## config.mk

```make
export PLATFORM = sky130hd
export DESIGN_NAME = timer_555
export DESIGN_NICKNAME = d
export VERILOG_FILES = /design/src/rtl/pong_pkg.sv /design/src/rtl/edge_detect.sv /design/src/rtl/timer_555.sv
export SDC_FILE = /design/constraint.sdc
export NUM_CORES = 1
export LEC_CHECK = 0
export ABC_CLOCK_PERIOD_IN_PS = 2200
export BUFFER_PORTS_ARGS = -buffer_cell sky130_fd_sc_hd__buf_2
export CORE_UTILIZATION = 50
export CTS_CLUSTER_SIZE = 8
export DETAILED_ROUTE_END_ITERATION = 8
export PLACE_DENSITY = 0.8
export SYNTH_ARGS = -nofsm -noshare
export SYNTH_HDL_FRONTEND = slang
export SYNTH_SLANG_ARGS = --single-unit
```

## constraint.sdc

```tcl
create_clock -name i_Clk -period 2.2 [get_ports i_Clk]
set_input_delay 0.55 -clock i_Clk [delete_from_list [all_inputs] [get_ports i_Clk]]
set_output_delay 0.55 -clock i_Clk [all_outputs]
set_load 0.02 [all_outputs]
```

## src/rtl/pong_pkg.sv

```systemverilog
// Shared pong definitions: paddle timer state encoding and default pulse limits.
package pong_pkg;

    typedef enum logic [1:0] {
        StIdle   = 2'd0,
        StTiming = 2'd1,
        StHold   = 2'd2
    } timer_state_e;

    localparam int unsigned TimerWidth    = 9;
    localparam int unsigned TimerMinTicks = 16;
    localparam int unsigned TimerMaxTicks = 480;

endpackage

```

## src/rtl/edge_detect.sv

```systemverilog
// Rising-edge detector; the delay register samples every clock.
module edge_detect (
    input  logic i_Clk,
    input  logic i_Rst_L,
    input  logic i_Sig,
    output logic o_Rise
);

    logic sig_q;

    always_ff @(posedge i_Clk or negedge i_Rst_L) begin
        if (!i_Rst_L) begin
            sig_q <= 1'b0;
        end else begin
            sig_q <= i_Sig;
        end
    end

    assign o_Rise = i_Sig & ~sig_q;

endmodule

```

## src/rtl/timer_555.sv

```systemverilog
// Monostable 555-style pulse timer counting timebase ticks; non-retriggerable,
// holds high while the trigger stays asserted past expiry.
module timer_555
    import pong_pkg::*;
#(
    parameter int unsigned p_WIDTH     = TimerWidth,
    parameter int unsigned p_MIN_TICKS = TimerMinTicks,
    parameter int unsigned p_MAX_TICKS = TimerMaxTicks
) (
    input  logic               i_Clk,
    input  logic               i_Rst_L,
    input  logic               i_Trigger,
    input  logic               i_Tick,
    input  logic [p_WIDTH-1:0] i_Duration,
    input  logic               i_Discharge,
    output logic               o_Output,
    output logic               o_Done,
    output logic [p_WIDTH-1:0] o_Count
);

    localparam logic [p_WIDTH-1:0] MinTicks = p_WIDTH'(p_MIN_TICKS);
    localparam logic [p_WIDTH-1:0] MaxTicks = p_WIDTH'(p_MAX_TICKS);
    localparam logic [p_WIDTH-1:0] OneTick  = p_WIDTH'(1);

    logic               trig_rise;
    logic [p_WIDTH-1:0] dur_clamped;
    timer_state_e       state_q;
    logic [p_WIDTH-1:0] count_q;
    logic               out_q;
    logic               done_q;

    edge_detect u_edge_detect (
        .i_Clk   (i_Clk),
        .i_Rst_L (i_Rst_L),
        .i_Sig   (i_Trigger),
        .o_Rise  (trig_rise)
    );

    always_comb begin
        dur_clamped = i_Duration;
        if (i_Duration < MinTicks) begin
            dur_clamped = MinTicks;
        end else if (i_Duration > MaxTicks) begin
            dur_clamped = MaxTicks;
        end
    end

    always_ff @(posedge i_Clk or negedge i_Rst_L) begin
        if (!i_Rst_L) begin
            state_q <= StIdle;
            count_q <= '0;
            out_q   <= 1'b0;
            done_q  <= 1'b0;
        end else begin
            done_q <= 1'b0;
            if (i_Discharge) begin
                state_q <= StIdle;
                count_q <= '0;
                out_q   <= 1'b0;
                done_q  <= (state_q != StIdle);
            end else begin
                case (state_q)
                    StIdle: begin
                        // A tick on the loading clock is deliberately not counted.
                        if (trig_rise) begin
                            count_q <= dur_clamped;
                            state_q <= StTiming;
                            out_q   <= 1'b1;
                        end
                    end
                    StTiming: begin
                        if (i_Tick) begin
                            if (count_q == OneTick) begin
                                count_q <= '0;
                                if (i_Trigger) begin
                                    state_q <= StHold;
                                end else begin
                                    state_q <= StIdle;
                                    out_q   <= 1'b0;
                                    done_q  <= 1'b1;
                                end
                            end else begin
                                count_q <= count_q - OneTick;
                            end
                        end
                    end
                    StHold: begin
                        if (!i_Trigger) begin
                            state_q <= StIdle;
                            out_q   <= 1'b0;
                            done_q  <= 1'b1;
                        end
                    end
                    default: begin
                        state_q <= StIdle;
                        count_q <= '0;
                        out_q   <= 1'b0;
                    end
                endcase
            end
        end
    end

    assign o_Output = out_q;
    assign o_Done   = done_q;
    assign o_Count  = count_q;

endmodule
```

==> reports/results.txt <==
Outcome = finished, violations left
Failing checks = DRC
Synthesized area = 0.001026 mm^2
Setup Fix Bufs, Post-CTS = 0
Worst hold path type = in2async
Req. time, crit path = 2.37 ns
Placed cells = 159
Ys flop type = dfrtp_1
Vias per inst = 6.302
Worst slew pin tran = 0.4310 ns
DRC violations left = 1
Fin. Hold Viols = 0
Maximum vdd drop = 0.0004072 V
Remaining Overflow, GRT = 0
CP max FO = 10
Antenna-violating nets left = 0
Post-synth top cells = 14 x dfrtp_1, 14 x nand2_1, 10 x nor2_1, 8 x inv_1, 6 x ha_1
Yosys warnings = 0
Sink Count = 14
PortBufs = 24
Layout area overhead = 17.56%
Synthesized net count = 128
Leakage power = 0.5647 nW
Power Density = 545.9 mW/mm^2
Synth Register Bits = 14
NumNets Final = 157
CTS root buf = clkbuf_4
Cells after synthesis = 108
H-tree depth = 1
Initial antenna violation count = 0
Top post-synthesis cells by area = dfrtp_1 34%, ha_1 7.3%, nand2_1 5.1%, nor2_1 3.7%, a221o_2 3.3%
Largest net degree at the start of global routing = 15
Seq/Total Area, Yosys = 34.15%
Max-cap violations = 0
Clock Latency Late Sink = 0.28 ns
Die area = 0.002237 mm^2
Router iterations before antenna repair = 6
Io pins = 25
Via count = 1021
Vias in the first global route = 901
FP Rows = 16
Period utilization = 92.80%
Syn avg cell area = 9.500 um^2
Clk_skew = 0.001084 ns
Layout Cells excl Fill = 162
Relative slew slack = 71.18%
Crit start category = register
Crit path kind = reg2reg
First-pass GRT wire length = 4077 um
Die height = 47.30 um
CTS tree = done
Fin crit period = 2.042 ns
Post-synth top area share = 34.15%
Core area = 0.001942 mm^2
Final TNS setup = 0 ns
Hold_buf cts = 0
Initial drt markers = 50
FFs w/ async S/R, synth = 100.0%
Antenna diodes = 0
Clock transition at path regs = 0.08 ns
Fmax = 0.4898 GHz
Final setup fails = 0
Avg WL per Cell = 15.19 um
Final Routed Wirelength = 2461 um
Max Root-Sink Buffers = 2
Starting Density = 52.84%
Dominant cell type by area after synthesis = dfrtp_1
Die W = 47.30 um
Dpl hpwl = 1886 um
Post-CTS sizing = 0
CP Capture Type = register
Ratio of cells with drive above 1 in the final layout = 31.11%
CP arrival = 2.21 ns
RSZ-0062 raised after global routing = no
Post-synth EDFFs = 0
GR Util All Layers = 26.13%
Routability cong. = 0.8814
Slew Limit Fails = 0
Yosys cell types = 42
CTS buffer count = 3
## registers in the layout, summed over array words and instances (netlist names)
signal,count
o_Done,1
o_Output,1
u_edge_detect.sig_q,1
o_Count,9
state_q,2
## kinds of logic (layout without fill, tap and decap cells)
| logic type | Yosys count | count (layout) | synth area share, % |
|---|---|---|---|
| flip-flops | 14 | 14 | 34.15 |
| XOR/XNOR | 1 | 1 | 0.8538 |
| buffers and inverters | 9 | 36 | 3.292 |
| AND/OR/NAND/NOR | 48 | 48 | 28.42 |
| adder cells (fa/ha/maj) | 6 | 6 | 7.317 |
| AO/OA/AOI/OAI | 29 | 29 | 24.88 |
| multiplexers | 1 | 1 | 1.097 |
## routing by layer
metal	GRT usage [%]	vias up	wire length [um]
met4	8.571	0	30
li1	-	471	-
met3	7.692	4	184
met5	0	-	0
met1	36.88	491	1141
met2	38.08	55	1104
## worst paths after layout
check / start / cells after the start / slack, ns / to
max: state_q[1] / 6 / 0.16 / o_Count[4]
min: i_Rst_L / 1 / 0.16 / o_Done
max reg2reg: state_q[1] / 6 / 0.16 / o_Count[4]
min reg2reg: state_q[1] / 1 / 0.56 / state_q[1]
max in group asynchronous: i_Rst_L / 1 / 1.80 / o_Count[4]
min in group i_Clk: i_Trigger / 1 / 0.46 / u_edge_detect.sig_q
## critical path, stage by stage (launching register included)
cell,delay [ns]
dfrtp_1,0.40
inv_1,0.09
ha_1,0.26
nor2b_1,0.21
a211oi_4,0.43
o32ai_1,0.17
a221o_1,0.37
## per-stage QoR
| stage | hold slack (ns) | setup WS (ns) | total power, mW | cell area, um^2 | util, % |
|---|---|---|---|---|---|
| 2_1_floorplan | 0.2544 | 0.2561 | 0.4485 | 1026 | - |
| 3_3_place_gp | 0.4688 | 0.2138 | 0.5128 | 1184 | 60.95 |
| 3_5_place_dp | 0.4656 | 0.1925 | 0.5180 | 1184 | 60.95 |
| 4_1_cts | 0.1594 | 0.1641 | 0.6605 | 1206 | 62.11 |
| 5_1_grt | 0.1738 | 0.009256 | 0.6983 | 1206 | 62.11 |
| 6_report | 0.1566 | 0.1583 | 0.6584 | 1206 | 62.11 |
## cell type report
| class | count | area, um^2 |
|---|---|---|
| inverters | 8 | 30.03 |
| well taps | 27 | 33.78 |
| repair buffers | 25 | 127.6 |
| multi-input cells | 85 | 641.9 |
| fillers | 178 | 735.7 |
| clock buffers | 3 | 22.52 |
| flip-flops and latches | 14 | 350.3 |
## layout by cell type (no fill, tap or decap), types with 2 or more instances in the layout
| cell type | synthesis | routed |
|---|---|---|
| buf_2 | 0 | 24 |
| nand2_1 | 14 | 14 |
| dfrtp_1 | 14 | 14 |
| nor2_1 | 10 | 10 |
| inv_1 | 8 | 8 |
| ha_1 | 6 | 6 |
| nor3_1 | 4 | 4 |
| a31oi_1 | 3 | 3 |
| o21ai_0 | 3 | 3 |
| a221o_2 | 3 | 3 |
| nor3b_1 | 3 | 3 |
| a221o_1 | 3 | 3 |
| o32ai_1 | 3 | 3 |
| clkbuf_4 | 0 | 3 |
| or3b_2 | 2 | 2 |
| nor4_1 | 2 | 2 |
| o2bb2ai_1 | 2 | 2 |
| o31ai_1 | 2 | 2 |
## power breakdown
part	switching, mW	internal [mW]
Clock	0.0787	0.0635
Sequential	0.0202	0.274
Combinational	0.130	0.0925
Total	0.229	0.430
(Power assumes the default switching activity.)
